## src/rtl/kq_hp_dds_spi.sv

```systemverilog
// kq_hp_dds_spi: loads uplink/downlink 48-bit FTWs into two DDS chips over a shared SPI bus.
// Each write is {instruction byte, FTW} MSB first, followed by an IO_UPDATE pulse on the same chip.
module kq_hp_dds_spi #(
  parameter int unsigned CLK_DIV    = 4,
  parameter logic [7:0]  FTW_INSTR  = 8'h01,
  parameter int unsigned IOUP_WIDTH = 8
) (
  input  logic        sys_clk,
  input  logic        rst_n,
  input  logic [47:0] uplink_ftw,
  input  logic        uplink_ftw_vld,
  input  logic [47:0] downlink_ftw,
  input  logic        downlink_ftw_vld,
  output logic        dds_sclk,
  output logic        dds_sdio,
  output logic [1:0]  dds_cs_n,
  output logic [1:0]  dds_io_update,
  output logic        busy,
  output logic        up_done,
  output logic        down_done
);

  // state | meaning
  // IDLE  | bus idle, waiting for a pending word
  // LOAD  | chip select asserted, first bit set up on sdio
  // SHIFT | 56 bits out, sclk high half then low half per bit
  // IOUP  | chip selects released, io_update high on selected chip
  // GAP   | bus spacing; done pulse in the first cycle
  typedef enum logic [2:0] {S_IDLE, S_LOAD, S_SHIFT, S_IOUP, S_GAP} state_t;

  localparam int HC_W = $clog2(CLK_DIV + 1);
  localparam int IU_W = $clog2(IOUP_WIDTH + 1);
  localparam logic [HC_W-1:0] HC_DIV  = HC_W'(CLK_DIV);
  localparam logic [IU_W-1:0] IU_LOAD = IU_W'(IOUP_WIDTH);

  state_t          state;
  logic            up_pend, dn_pend;
  logic [47:0]     up_word, dn_word;
  logic            next_dn, sel_dn;
  logic [55:0]     shift_reg;
  logic [HC_W-1:0] half_cnt;
  logic [5:0]      bit_cnt;
  logic [IU_W-1:0] ioup_cnt;
  logic            pick_dn, half_tc, start;

  always_comb begin
    pick_dn = dn_pend & (~up_pend | next_dn);
    half_tc = (half_cnt == HC_W'(1));
    start   = (up_pend | dn_pend) & ((state == S_IDLE) | ((state == S_GAP) & half_tc));
  end

  // Shift register drains to zero after 56 shifts, so sdio idles low without extra gating.
  assign dds_sdio = shift_reg[55];

  always_ff @(posedge sys_clk) begin
    if (!rst_n) begin
      state         <= S_IDLE;
      up_pend       <= 1'b0;
      dn_pend       <= 1'b0;
      up_word       <= '0;
      dn_word       <= '0;
      next_dn       <= 1'b0;
      sel_dn        <= 1'b0;
      shift_reg     <= '0;
      half_cnt      <= '0;
      bit_cnt       <= '0;
      ioup_cnt      <= '0;
      dds_sclk      <= 1'b0;
      dds_cs_n      <= 2'b11;
      dds_io_update <= 2'b00;
      busy          <= 1'b0;
      up_done       <= 1'b0;
      down_done     <= 1'b0;
    end else begin
      up_done   <= 1'b0;
      down_done <= 1'b0;
      if (start) begin
        state         <= S_LOAD;
        sel_dn        <= pick_dn;
        next_dn       <= ~pick_dn;
        busy          <= 1'b1;
        half_cnt      <= HC_DIV;
        bit_cnt       <= 6'd55;
        dds_sclk      <= 1'b0;
        dds_io_update <= 2'b00;
        dds_cs_n      <= pick_dn ? 2'b01 : 2'b10;
        if (pick_dn) begin
          shift_reg <= {FTW_INSTR, dn_word};
          dn_pend   <= 1'b0;
        end else begin
          shift_reg <= {FTW_INSTR, up_word};
          up_pend   <= 1'b0;
        end
      end else begin
        case (state)
          S_LOAD: begin
            if (half_tc) begin
              state    <= S_SHIFT;
              dds_sclk <= 1'b1;
              half_cnt <= HC_DIV;
            end else begin
              half_cnt <= half_cnt - 1'b1;
            end
          end
          S_SHIFT: begin
            if (!half_tc) begin
              half_cnt <= half_cnt - 1'b1;
            end else if (dds_sclk) begin
              dds_sclk  <= 1'b0;
              shift_reg <= {shift_reg[54:0], 1'b0};
              half_cnt  <= HC_DIV;
            end else if (bit_cnt == 6'd0) begin
              state         <= S_IOUP;
              dds_cs_n      <= 2'b11;
              dds_io_update <= sel_dn ? 2'b10 : 2'b01;
              ioup_cnt      <= IU_LOAD;
            end else begin
              bit_cnt  <= bit_cnt - 1'b1;
              dds_sclk <= 1'b1;
              half_cnt <= HC_DIV;
            end
          end
          S_IOUP: begin
            if (ioup_cnt == IU_W'(1)) begin
              state         <= S_GAP;
              dds_io_update <= 2'b00;
              half_cnt      <= HC_DIV;
              up_done       <= ~sel_dn;
              down_done     <= sel_dn;
            end else begin
              ioup_cnt <= ioup_cnt - 1'b1;
            end
          end
          S_GAP: begin
            if (half_tc) begin
              state <= S_IDLE;
              busy  <= 1'b0;
            end else begin
              half_cnt <= half_cnt - 1'b1;
            end
          end
          default: state <= S_IDLE;
        endcase
      end
      // Capture after the start logic so a same-cycle vld keeps the flag set.
      if (uplink_ftw_vld) begin
        up_word <= uplink_ftw;
        up_pend <= 1'b1;
      end
      if (downlink_ftw_vld) begin
        dn_word <= downlink_ftw;
        dn_pend <= 1'b1;
      end
    end
  end

endmodule

```

## config.mk

```make
export PLATFORM = sky130hd
export DESIGN_NAME = kq_hp_dds_spi
export DESIGN_NICKNAME = d
export VERILOG_FILES = /design/src/rtl/kq_hp_dds_spi.sv
export SDC_FILE = /design/constraint.sdc
export NUM_CORES = 1
export LEC_CHECK = 0
export CAP_MARGIN = 20
export CORE_ASPECT_RATIO = 1.2
export CORE_MARGIN = 2
export CORE_UTILIZATION = 63
export DETAILED_ROUTE_END_ITERATION = 10
export DONT_BUFFER_PORTS = 1
export PLACE_DENSITY = 0.79
export SKIP_LAST_GASP = 1
export SLEW_MARGIN = 0
export SYNTH_ARGS = -nofsm -noshare
export SYNTH_HDL_FRONTEND = slang
export SYNTH_SLANG_ARGS = --single-unit
```

## constraint.sdc

```tcl
create_clock -name sys_clk -period 2.57 [get_ports sys_clk]
set_input_delay 0.514 -clock sys_clk [delete_from_list [all_inputs] [get_ports sys_clk]]
set_output_delay 0.514 -clock sys_clk [all_outputs]
set_load 0.02 [all_outputs]
```

Word level (Yosys, flattened, before mapping) --
Cells that the tools add are included.
Word-level totals: register bits after elaboration 180
Operators by class: add/sub/neg operators 3, equal/unequal tests 26, multiplexer cells 56, bitwise gates (word level) 15, reduce and logical (&&, ||, !) cells 30
Operators by type and width (count):
- two-way mux 56 bit | 4
- two-way mux 48 bit | 1
- two-way mux 3 bit | 12
- two-way mux 6 bit | 5
- case mux 3 bit (4 select lines) | 2
- two-way mux 2 bit | 11
- != test 3 bit, second input constant | 7
- != test 2 bit, second input constant | 10
- AND reduction 4 bit | 5
- nonzero test 2 bit | 10
- AND reduction 6 bit | 3
- two-way mux 4 bit | 4
- two-way mux 1 bit | 14
- NOT 1 bit | 9
- case mux 4 bit (2 select lines) | 1
- == test 3 x 1 -> 1 bit, second input constant | 2
- == test 3 x 2 -> 1 bit, second input constant | 2
- logical NOT 6 bit | 1
- AND reduction 2 bit | 3
- AND reduction 3 bit | 2
- subtractor 6 x 1 -> 6 bit, second input constant | 1
- != test 5 bit, second input constant | 1
- AND reduction 5 bit | 1
- nonzero test 5 bit | 1
- 14 further kinds | 18

Depth between registers and ports, before layout --
depth in word-level cells 6, depth in mapped cells 9, gate-level depth less buffers 6

Worst setup path before layout --
No wires, ideal clock.
path type register to register, from register bit_cnt[0], to register ioup_cnt[1], library setup time 0.121 ns, arrival 2.081 ns, data required time 2.449 ns, path slack 0.369 ns, stages on the path, launching flop included 8, buffers on the path 1, period minus slack after synthesis 2.201 ns, cells stage by stage dfxtp_1 inv_1 ha_1 or4b_4 buf_6 or4_4 a21boi_2 mux2_2
On the way: word-level cells in the longest chain between the ends 3
RTL lines:
- from (decl) | RTL line 42 | logic [5:0] bit_cnt;
- from (signal assigned) | RTL line 118 | bit_cnt <= bit_cnt - 1'b1;
- logical NOT 6 bit | RTL line 112 | end else if (bit_cnt == 6'd0) begin
- != test 2 bit (no source line)
- AND reduction 6 bit (no source line)
- to (signal assigned) | RTL line 131 | ioup_cnt <= ioup_cnt - 1'b1;
- to (decl) | RTL line 43 | logic [IU_W-1:0] ioup_cnt;
No other way between the ends. A chain may end at the register's enable or synchronous reset.

Worst setup path after layout --
Ends and elaborated chain as after synthesis.

==> results.md <==
- Gr usage total: 0.268
- Register bit total from synthesis: 180
- Crit share post-route: 0.891
- Post-CTS setup buffer count: 0
- Design Power: 0.00667 W
- Final Setup Violations: 0
- Least-Margin Pin Slew: 0.596 ns
- Relative slew slack: 0.602
- Leakage power: 3.48 nW
- Hold Crit Class: input port to flip-flop
- First-pass GRT wire length: 29,300 microns
- Count of cell types in the netlist: 60
- CTS clk-pin slew, worst paths: 0.06 ns
- Initial Util: 0.648
- Setup TNS: 0 ns
- Drt drc: 0
- Final core occ: 0.706
- Post-cts resize count: 0
- Final critical path time including I/O delays and setup: 2.29 ns
- DIE AREA: 13,400 sq um
- Ys Warns: 0
- Worst path slowest cell: or4_4
- Max FFs per register: 56
- Gpl congestion: 0.871
- Crit path cell chain: inv_1, ha_1, or4b_4, or4_4, a21boi_2, mux2_2
- CTS tree: yes
- Largest net degree at the start of global routing: 63
- Worst Skew: 0.00719 ns
- Core box area: 12,200 sq um
- Worst-skew pair later-pin latency: 0.43 ns
- N_diodes: 0
- Count of pins over their slew limit: 0
- Post-synthesis instance total: about 800
- Num rows: 44
- Hold Fails Final Rpt: 0
- Syn_nets: 930
- Die H: around 130 microns
- Port bufs: 0
- Die width: 106 microns
- P per Cell Area: ~780 nW/um^2
- Starting DRT DRC Count: 407
- Ys flop type: dfxtp_1
- Dpl cell area: 7960 sq um
- IO Count: approximately 110
- Crit Path Category: flip-flop to flip-flop
- P&R area growth vs syn: 9.03%
- Crit end category: flip-flop
- Htree depth: 4
- Multi-input logic area: 3930 sq um
- Max-capacitance violation count: 0
- Critical Path RT: 2.88 ns
- Status: finished clean
- Syn_area_per_cell: around 9.6 sq um
- Grt ovf: 0
- Post-Syn Area: 7880 sq um
- First-pass detailed-route iteration total: 5
- Maximum fanout along the worst path: 9
- Filler Cell Count: 929
- Hpwl dp: between 10,000 and 15,000 microns
- Post-CTS Hold Buffers: 0
- Crit path launch type: flip-flop
- Max IR drop VDD: 0.536 mV
- Vias in the first global route: 6,243
- CTS Root Cell: clkbuf_16
- Vias: 6,174
- RSZ-0062 raised after global routing: no
- Clock tree sinks: 180
- Routed Antenna Nets: 0
- Design area: 8590 sq um
- Max stage delay on crit path: approximately 0.53 ns
- FMAX: 437 MHz
- Crit path arrival time: 2.60 ns
- Sequential fraction of the synthesis area: 0.457
- Async S/R FF share, synth: 0
- Initial antenna violation count: 0
- Share of cells above drive strength 1: 0.151
- Register area: 3600 sq um
- Post-synth EDFFs: 0
- Hold_ws: approximately 0.17 ns
- Detail-routed via count per cell: 6.46
- Total CTS buffers: 17
- Layout net count: 888
- Clock buffer depth: 2
- Post-DR wirelength/cell: 18.4 microns
- Detailed Route WL: 17,600 microns
==> path summary, 6_finish.rpt <==
check	start	endpoint	slack (ns)	depth (start not counted)
worst max-delay path	bit_cnt[0]	ioup_cnt[1]	0.28	6
worst min-delay path	rst_n	dds_cs_n[1]	0.17	1
worst max register to register	bit_cnt[0]	ioup_cnt[1]	0.28	6
worst min register to register	shift_reg[50]	shift_reg[51]	0.46	2
==> worst max-delay path: cells and delay by family (launching register included) <==
family	cells	cell delay (ns)
compound gates	1	0.21
flops	1	0.33
buf+inv	1	0.09
fa+ha+maj	1	0.15
simple gates	2	1.05
mux	1	0.35
==> stage by stage <==
stage	cells	worst slack, ns
after global placement	924	0.382
after floorplan	824	0.369
after global routing	956	0.191
after detailed placement	924	0.287
after CTS	956	0.279
final	956	0.281
==> power by group <==
part | total (W) | leakage [nW] | internal [W] | switching (W)
combinational | 0.000810 | 1.70 | 0.000377 | 0.000433
clock | 0.00271 | 0.302 | 0.00168 | 0.00103
sequential | 0.00314 | 1.48 | 0.00300 | 0.000144
==> routing by layer <==
layer	GRT usage	share of wire
met5	0	0
met4	0.101	0.020
met3	0.0766	0.063
met2	0.450	0.49
met1	0.327	0.43
==> final cells by class <==
cell class	instances	share of cell area
clock buffers	25	0.0600
inverters	14	0.00626
multi-input cells	550	0.458
flip-flops and latches	180	0.419
well taps	161	0.0234
repair buffers	19	0.0195
clock inverters	7	0.0137
==> cells by family after synthesis <==
family / Yosys count / synth area share
compound gates: 208 / 0.224
xor+xnor: 2 / 0.00222
fa+ha+maj: 6 / 0.00953
buf+inv: 94 / 0.0479
flops: 180 / 0.457
mux: 101 / 0.128
simple gates: 233 / 0.131
==> Yosys cell counts (all sizes together), types with 3 or more instances <==
| library cell | instances | share of area |
|---|---|---|
| a32oi | 47 | 0.052 |
| buf | 24 | 0.015 |
| clkbuf | 56 | 0.027 |
| nor3 | 11 | 0.0070 |
| o21ai | 4 | 0.0025 |
| o211ai | 3 | 0.0029 |
| mux2i | 100 | 0.13 |
| nand2 | 28 | 0.013 |
| o31ai | 3 | 0.0029 |
| or3 | 4 | 0.0033 |
| o21a | 49 | 0.047 |
| o211a | 3 | 0.0038 |
| nand2b | 3 | 0.0024 |
| a31oi | 6 | 0.0048 |
| a21oi | 21 | 0.013 |
| or4 | 4 | 0.0048 |
| nand3 | 12 | 0.0076 |
| or2 | 4 | 0.0032 |
| dfxtp | 180 | 0.46 |
| o221a | 47 | 0.067 |
| nor2 | 151 | 0.072 |
| ha | 6 | 0.0095 |
| a21boi | 3 | 0.0033 |
| nor2b | 3 | 0.0024 |
| a211oi | 6 | 0.0057 |
| inv | 14 | 0.0067 |
==> cell usage in the layout, fill, tap and decap left out, types with 4 or more instances in the layout <==
master,Yosys,final
or2_2,4,4
a32oi_1,47,47
ha_1,6,6
nand3_1,12,11
nor3_1,11,11
mux2i_1,100,100
o221a_2,47,47
a211oi_1,6,6
nor2_1,151,151
buf_4,1,17
nand2_1,28,27
o21a_1,49,49
dfxtp_1,180,179
a31oi_1,6,6
clkbuf_8,0,6
clkbuf_16,0,17
a21oi_1,21,21
inv_1,14,13
Power figures use the tool's default switching activity.
